--- src/rtl/mfe_lcd_charbuf_refresher.sv ---
// Character-buffer front end for HD44780-class LCDs: runs the init sequence, then
// rewrites only dirty rows, round-robin, over a byte-level cmd/dat/vld/lwt/ready link.
module mfe_lcd_charbuf_refresher #(
  parameter int ROWS      = 2,
  parameter int COLS      = 16,
  parameter int ROW_W     = 2,
  parameter int COL_W     = 6,
  parameter int CURSOR_ON = 0,
  parameter int BLINK_ON  = 0
) (
  input  logic             clk,
  input  logic             rst,
  input  logic             wr_en,
  input  logic [ROW_W-1:0] wr_row,
  input  logic [COL_W-1:0] wr_col,
  input  logic [7:0]       wr_data,
  input  logic             refresh,
  output logic             init_done,
  output logic             busy,
  output logic             lc_cmd,
  output logic [7:0]       lc_dat,
  output logic             lc_vld,
  output logic             lc_lwt,
  input  logic             lc_ready
);

  localparam int RIW = (ROWS > 1) ? $clog2(ROWS) : 1;
  localparam int CIW = $clog2(COLS);
  localparam int AW  = $clog2(ROWS * COLS);
  localparam logic [7:0] FUNC_SET = (ROWS == 1) ? 8'h30 : 8'h38;
  localparam logic [7:0] DISP_CTL = 8'h0C | ((CURSOR_ON != 0) ? 8'h02 : 8'h00)
                                          | ((BLINK_ON  != 0) ? 8'h01 : 8'h00);

  typedef enum logic [2:0] {INIT, IDLE, ADDR, CHAR, WAIT} state_t;

  state_t          state, state_n;
  logic [1:0]      step, step_n;
  logic [RIW-1:0]  row, row_n, last_row, last_row_n, sel_row;
  logic [CIW-1:0]  col, col_n;
  logic            init_done_n, vld_n, cmd_n, lwt_n, clr_en, sel_found, ready_q, wr_ok;
  logic [7:0]      dat_n;
  logic [ROWS-1:0] dirty, dirty_n, dirty_set, dirty_clr;
  logic [AW-1:0]   wr_idx, rd_idx;
  logic [7:0]      char_buf [ROWS*COLS];

  function automatic logic [7:0] init_cmd(input logic [1:0] s);
    case (s)
      2'd0:    return FUNC_SET;
      2'd1:    return DISP_CTL;
      2'd2:    return 8'h01;
      default: return 8'h06;
    endcase
  endfunction

  // DDRAM row starts: rows 2/3 continue lines 0/1 after COLS characters
  function automatic logic [7:0] row_base(input logic [RIW-1:0] r);
    case (int'(r))
      0:       return 8'h00;
      1:       return 8'h40;
      2:       return 8'(COLS);
      default: return 8'(64 + COLS);
    endcase
  endfunction

  always_comb begin
    wr_ok  = wr_en && (int'(wr_row) < ROWS) && (int'(wr_col) < COLS);
    wr_idx = AW'(int'(wr_row) * COLS + int'(wr_col));
    rd_idx = AW'(int'(row) * COLS + int'(col));
  end

  // Descending scan so the nearest dirty row after last_row is the one kept
  always_comb begin : rr_pick
    int idx;
    idx       = 0;
    sel_found = 1'b0;
    sel_row   = '0;
    for (int i = ROWS; i >= 1; i--) begin
      idx = int'(last_row) + i;
      if (idx >= ROWS) idx = idx - ROWS;
      for (int r = 0; r < ROWS; r++) begin
        if (r == idx && dirty[r]) begin
          sel_found = 1'b1;
          sel_row   = RIW'(r);
        end
      end
    end
  end

  always_comb begin
    state_n     = state;
    step_n      = step;
    row_n       = row;
    col_n       = col;
    last_row_n  = last_row;
    init_done_n = init_done;
    vld_n       = lc_vld;
    cmd_n       = lc_cmd;
    dat_n       = lc_dat;
    lwt_n       = lc_lwt;
    clr_en      = 1'b0;
    case (state)
      INIT, ADDR, CHAR: begin
        if (!lc_vld) begin
          vld_n = 1'b1;
          cmd_n = (state != CHAR);
          lwt_n = (state == INIT);
          if (state == INIT)      dat_n = init_cmd(step);
          else if (state == ADDR) dat_n = 8'h80 | row_base(row);
          else                    dat_n = char_buf[rd_idx];
        end else if (lc_ready) begin
          vld_n   = 1'b0;
          state_n = WAIT;
        end
      end
      IDLE: begin
        if (sel_found) begin
          clr_en  = 1'b1;
          row_n   = sel_row;
          state_n = ADDR;
        end
      end
      WAIT: begin
        if (!ready_q && lc_ready) begin
          if (!init_done) begin
            if (step == 2'd3) begin
              init_done_n = 1'b1;
              state_n     = IDLE;
            end else begin
              step_n  = step + 2'd1;
              state_n = INIT;
            end
          end else if (lc_cmd) begin
            col_n   = '0;
            state_n = CHAR;
          end else if (col == CIW'(COLS - 1)) begin
            last_row_n = row;
            state_n    = IDLE;
          end else begin
            col_n   = col + 1'b1;
            state_n = CHAR;
          end
        end
      end
      default: state_n = INIT;
    endcase
  end

  // A write landing on the row being cleared keeps it dirty
  always_comb begin
    for (int r = 0; r < ROWS; r++) begin
      dirty_set[r] = refresh || (wr_ok && int'(wr_row) == r);
      dirty_clr[r] = clr_en && int'(sel_row) == r;
    end
    dirty_n = (dirty & ~dirty_clr) | dirty_set;
  end

  always_ff @(posedge clk) begin
    if (rst) begin
      state     <= INIT;
      step      <= 2'd0;
      row       <= '0;
      col       <= '0;
      last_row  <= RIW'(ROWS - 1);
      init_done <= 1'b0;
      lc_vld    <= 1'b0;
      lc_cmd    <= 1'b0;
      lc_dat    <= 8'h00;
      lc_lwt    <= 1'b0;
      busy      <= 1'b1;
      ready_q   <= 1'b0;
      dirty     <= '1;
    end else begin
      state     <= state_n;
      step      <= step_n;
      row       <= row_n;
      col       <= col_n;
      last_row  <= last_row_n;
      init_done <= init_done_n;
      lc_vld    <= vld_n;
      lc_cmd    <= cmd_n;
      lc_dat    <= dat_n;
      lc_lwt    <= lwt_n;
      busy      <= ~init_done_n | (state_n != IDLE) | (|dirty_n);
      ready_q   <= lc_ready;
      dirty     <= dirty_n;
    end
  end

  always_ff @(posedge clk) begin
    if (rst) begin
      for (int i = 0; i < ROWS * COLS; i++) char_buf[i] <= 8'h20;
    end else if (wr_ok) begin
      char_buf[wr_idx] <= wr_data;
    end
  end

endmodule

--- config.mk ---
export PLATFORM = sky130hd
export DESIGN_NAME = mfe_lcd_charbuf_refresher
export DESIGN_NICKNAME = d
export VERILOG_FILES = /design/src/rtl/mfe_lcd_charbuf_refresher.sv
export SDC_FILE = /design/constraint.sdc
export NUM_CORES = 1
export LEC_CHECK = 0
export ABC_AREA = 1
export CORE_MARGIN = 8
export CORE_UTILIZATION = 45
export CTS_BUF_LIST = sky130_fd_sc_hd__clkbuf_8
export DETAILED_ROUTE_END_ITERATION = 8
export GPL_TIMING_DRIVEN = 0
export PLACE_DENSITY = 0.68
export SYNTH_ARGS = -nofsm -noshare
export SYNTH_HDL_FRONTEND = slang
export SYNTH_SLANG_ARGS = --single-unit
export TNS_END_PERCENT = 10
--- constraint.sdc ---
create_clock -name clk -period 2.2 [get_ports clk]
set_clock_uncertainty 0.15 [all_clocks]
set_input_delay 0.22 -clock clk [delete_from_list [all_inputs] [get_ports clk]]
set_output_delay 0.22 -clock clk [all_outputs]
set_load 0.01 [all_outputs]
==> out/metrics.csv <==
stage,metric,value,unit
setup_path,critical-path cell with the highest stage delay,clkbuf_1,
setup_path,Top delay family on crit path,buffers and inverters,
sta,f_max,423,MHz
pwr,Power Total,11.1,mW
yosys,register area share after synthesis,62.5,%
cts,CTS tree,built,
yosys,Mapped Nets,1471,
placement,PortBufs,33,
pwr,worst vdd ir,0.449,mV
layout,fraction of layout cells with a size suffix above 1,9.03,%
drt,DRT iter0 DRCs,1466,
drt,drt wl/cell,22.8,um
cts,Clock Latency Late Sink,610,ps
drt,vias post-DR,11156,
setup_path,critical setup path kind,register to register,
pwr,pwr/cell area,741,nW/um^2
cts,clk sink count,283,
sta,worst setup margin,-162,ps
sta,fin. max-slew vios,0,
placement,GPL Wtd Cong,1.00,
global_routing,vias in the first global route,10626,
setup_path,CP Max Fanout,10,
layout,Layout Utilization,52.0,%
floorplan,core area,28800,um^2
drt,iteration count of the initial detailed-routing pass,7,
floorplan,Chip Width,187,um
setup_path,CP arrival,2680,ps
layout,fin nets,1554,
layout,Finished Layout Cells,1946,
sta,Final Hold Violating Endpoints,0,
cts,clk slew on worst S/H paths,60,ps
sta,Max-slew headroom,29.6,%
drt,total wire length,44.3,mm
sta,setup TNS,-1060,ps
cts,H-tree levels,2,
min_path,Min-Delay Path Class,input port to register,
floorplan,Die Y,187,um
run_status,status,"complete, but fails checks",
yosys,Syn Std Cell Area,13200,um^2
sta,crit path time final,2360,ps
cts,Inserted Clock Buffers,48,
setup_path,CP max stage delay,580,ps
pwr,LEAKAGE,5.90,nW
global_routing,Tot GR Track Use,24.6,%
yosys,post-synthesis cell type count,31,
global_routing,initial antenna violation count,0,
setup_path,CP cell instances,"buf_2, clkbuf_1, o211ai_1, nand3_1, nand3_1, nand3_1, a21oi_1",
run_status,failing checks,setup timing,
cts,"Setup Fix Bufs, Post-CTS",0,
setup_path,worst path required time,2510,ps
yosys,Gate Count Post-Synth,1444,
setup_path,Setup crit end kind,register,
setup_path,Worst Setup Start Kind,register,
drt,DRC viols,0,
sta,Min Hold Slack,70.8,ps
sta,RSZ-0062 raised after global routing,yes,
yosys,syn avg cell area,9.11,um^2
job,Max Cap Violations,0,
yosys,YS warnings,0,
global_routing,Overflow after GRT,0,
global_routing,largest net degree at the start of global routing,15,
yosys,"flops & latches, synth",283,
placement,DP Cell Count,1861,
cts,count of hold-fix buffers inserted at cts,0,
sta,endpoints failing setup,28,
floorplan,IO Pins,34,
placement,hpwl dp,30.0,mm
drt,Antenna Nets Post-Route,0,
layout,# diodes,0,
layout,P&R area growth vs syn,13.8,%
floorplan,Initial Utilization,45.7,%
sta,ratio of final minimum period to clock period,107,%
setup_path,"Buf+Inv Stages, Crit Path",2,
cts,CTS Root Cell,clkbuf_8,
drt,vias per cell,5.73,
floorplan,full die area,35000,um^2
setup_path,most frequent CP cell,nand3_1,
global_routing,global-route wire length before repair,64.5,mm
floorplan,Rows,62,
sta,Worst-Margin Slew,1060,ps
cts,CTS max path bufs,3,
layout,fill cell count,2683,
final timing paths:
kind	start	end	slack, ps	cells past startpoint
hold reg to reg	lc_lwt	lc_lwt	310	2
setup / recovery	col[2]	lc_dat[0]	-160	7
hold / removal	lc_ready	ready_q	70	3
setup reg to reg	col[2]	lc_dat[0]	-160	7
logic make-up after synthesis:
group	after synthesis	synth area share, %
compound gates	122	5.51
flops	283	62.5
simple gates	846	25.4
fa+ha+maj	6	0.571
buf+inv	187	5.95
layout by cell type (no fill, tap or decap), drive strengths merged:
| cell type | count |
|---|---|
| nand3b | 1 |
| clkinv | 17 |
| dfxtp | 27 |
| nor3 | 5 |
| a211oi | 3 |
| ha | 6 |
| clkbuf | 99 |
| clkdlybuf4s50 | 33 |
| nor2 | 356 |
| buf | 33 |
| clkinvlp | 1 |
| a21oi | 15 |
| nor3b | 1 |
| a21boi | 1 |
| nand3 | 120 |
| o21bai | 1 |
| edfxtp | 256 |
| a31oi | 1 |
| inv | 122 |
| nand2 | 360 |
| o311ai | 1 |
| a221oi | 1 |
| or2 | 2 |
| a22o | 1 |
| nor4 | 1 |
| o21ai | 63 |
| o211ai | 34 |
| a211o | 1 |
timing repair:
item	in CTS	in global routing
setup endpoints to repair	263	264
endpoints found under the hold margin	0	0
resized for setup	24	51
report_power, final:
| group | switching (mW) | internal [mW] |
|---|---|---|
| clock network | 2.21 | 2.08 |
| registers | 0.0914 | 6.11 |
| logic | 0.447 | 0.161 |
worst reg2reg max path, delay by kind of cell (launching register included):
family | cells | cell delay (ps)
compound gates | 2 | 430
buf+inv | 2 | 830
flops | 1 | 300
simple gates | 3 | 520
layout make-up:
class	count	area (um^2)	share of cell area, %
sequential	283	8230	54.9
multi-input combinational	974	4250	28.4
clock buffer	49	674	4.50
tap	384	480	3.21
buffer	83	452	3.02
inverter	104	394	2.63
timing repair buffer	33	330	2.21
clock inverter	36	165	1.10
stage by stage:
step	setup slack (ps)	cell area (um^2)
final	-162	15000
after global routing	-132	15000
after CTS	-109	14900
after detailed placement	-1110	14000
after global placement	-1170	14000
after floorplan	467	13200
synthesized netlist by cell type:
cell type    n  share of area (%)
nor4_1       1              0.048
a211o_1      1              0.067
buf_1        5               0.14
o21ai_1      4               0.15
nand3b_1     1              0.057
nand2_1    360                 10
o311ai_0     1              0.067
o21bai_1     1              0.057
inv_1      100                2.9
inv_2        2              0.057
buf_6        2               0.17
buf_2       20               0.76
or2_2        2              0.095
clkinv_1     2              0.057
a22o_1       1              0.067
a21boi_0     1              0.057
nor3b_1      1              0.057
a31oi_1      1              0.048
a221oi_1     1              0.067
dfxtp_1     27                4.1
nor3_1       5               0.19
nand3_1    120                4.6
a21oi_1     15               0.57
o21ai_0     59                2.2
a211oi_1     3               0.17
buf_4       11               0.63
ha_1         6               0.57
nor2_1     356                 10
edfxtp_1   256                 58
clkbuf_1    45                1.3
o211ai_1    34                1.9
metal layers:
| metal | routed length (um) | track usage, % | up-vias |
|---|---|---|---|
| li1 | - | - | 4938 |
| met2 | 19200 | 37.1 | 839 |
| met4 | 2810 | 14.8 | 0 |
| met3 | 6170 | 7.18 | 196 |
| met1 | 16100 | 30.9 | 5183 |
| met5 | 0 | 0 | - |
flip-flops by register name (all words and copies together) (netlist names):
signal     cells
busy           1
init_done      1
col            4
lc_vld         1
last_row       1
ready_q        1
row            1
char_buf     256
dirty          2
step           2
lc_lwt         1
state          3
lc_dat         8
lc_cmd         1
Note: power is estimated with default switching activity, not from simulation.
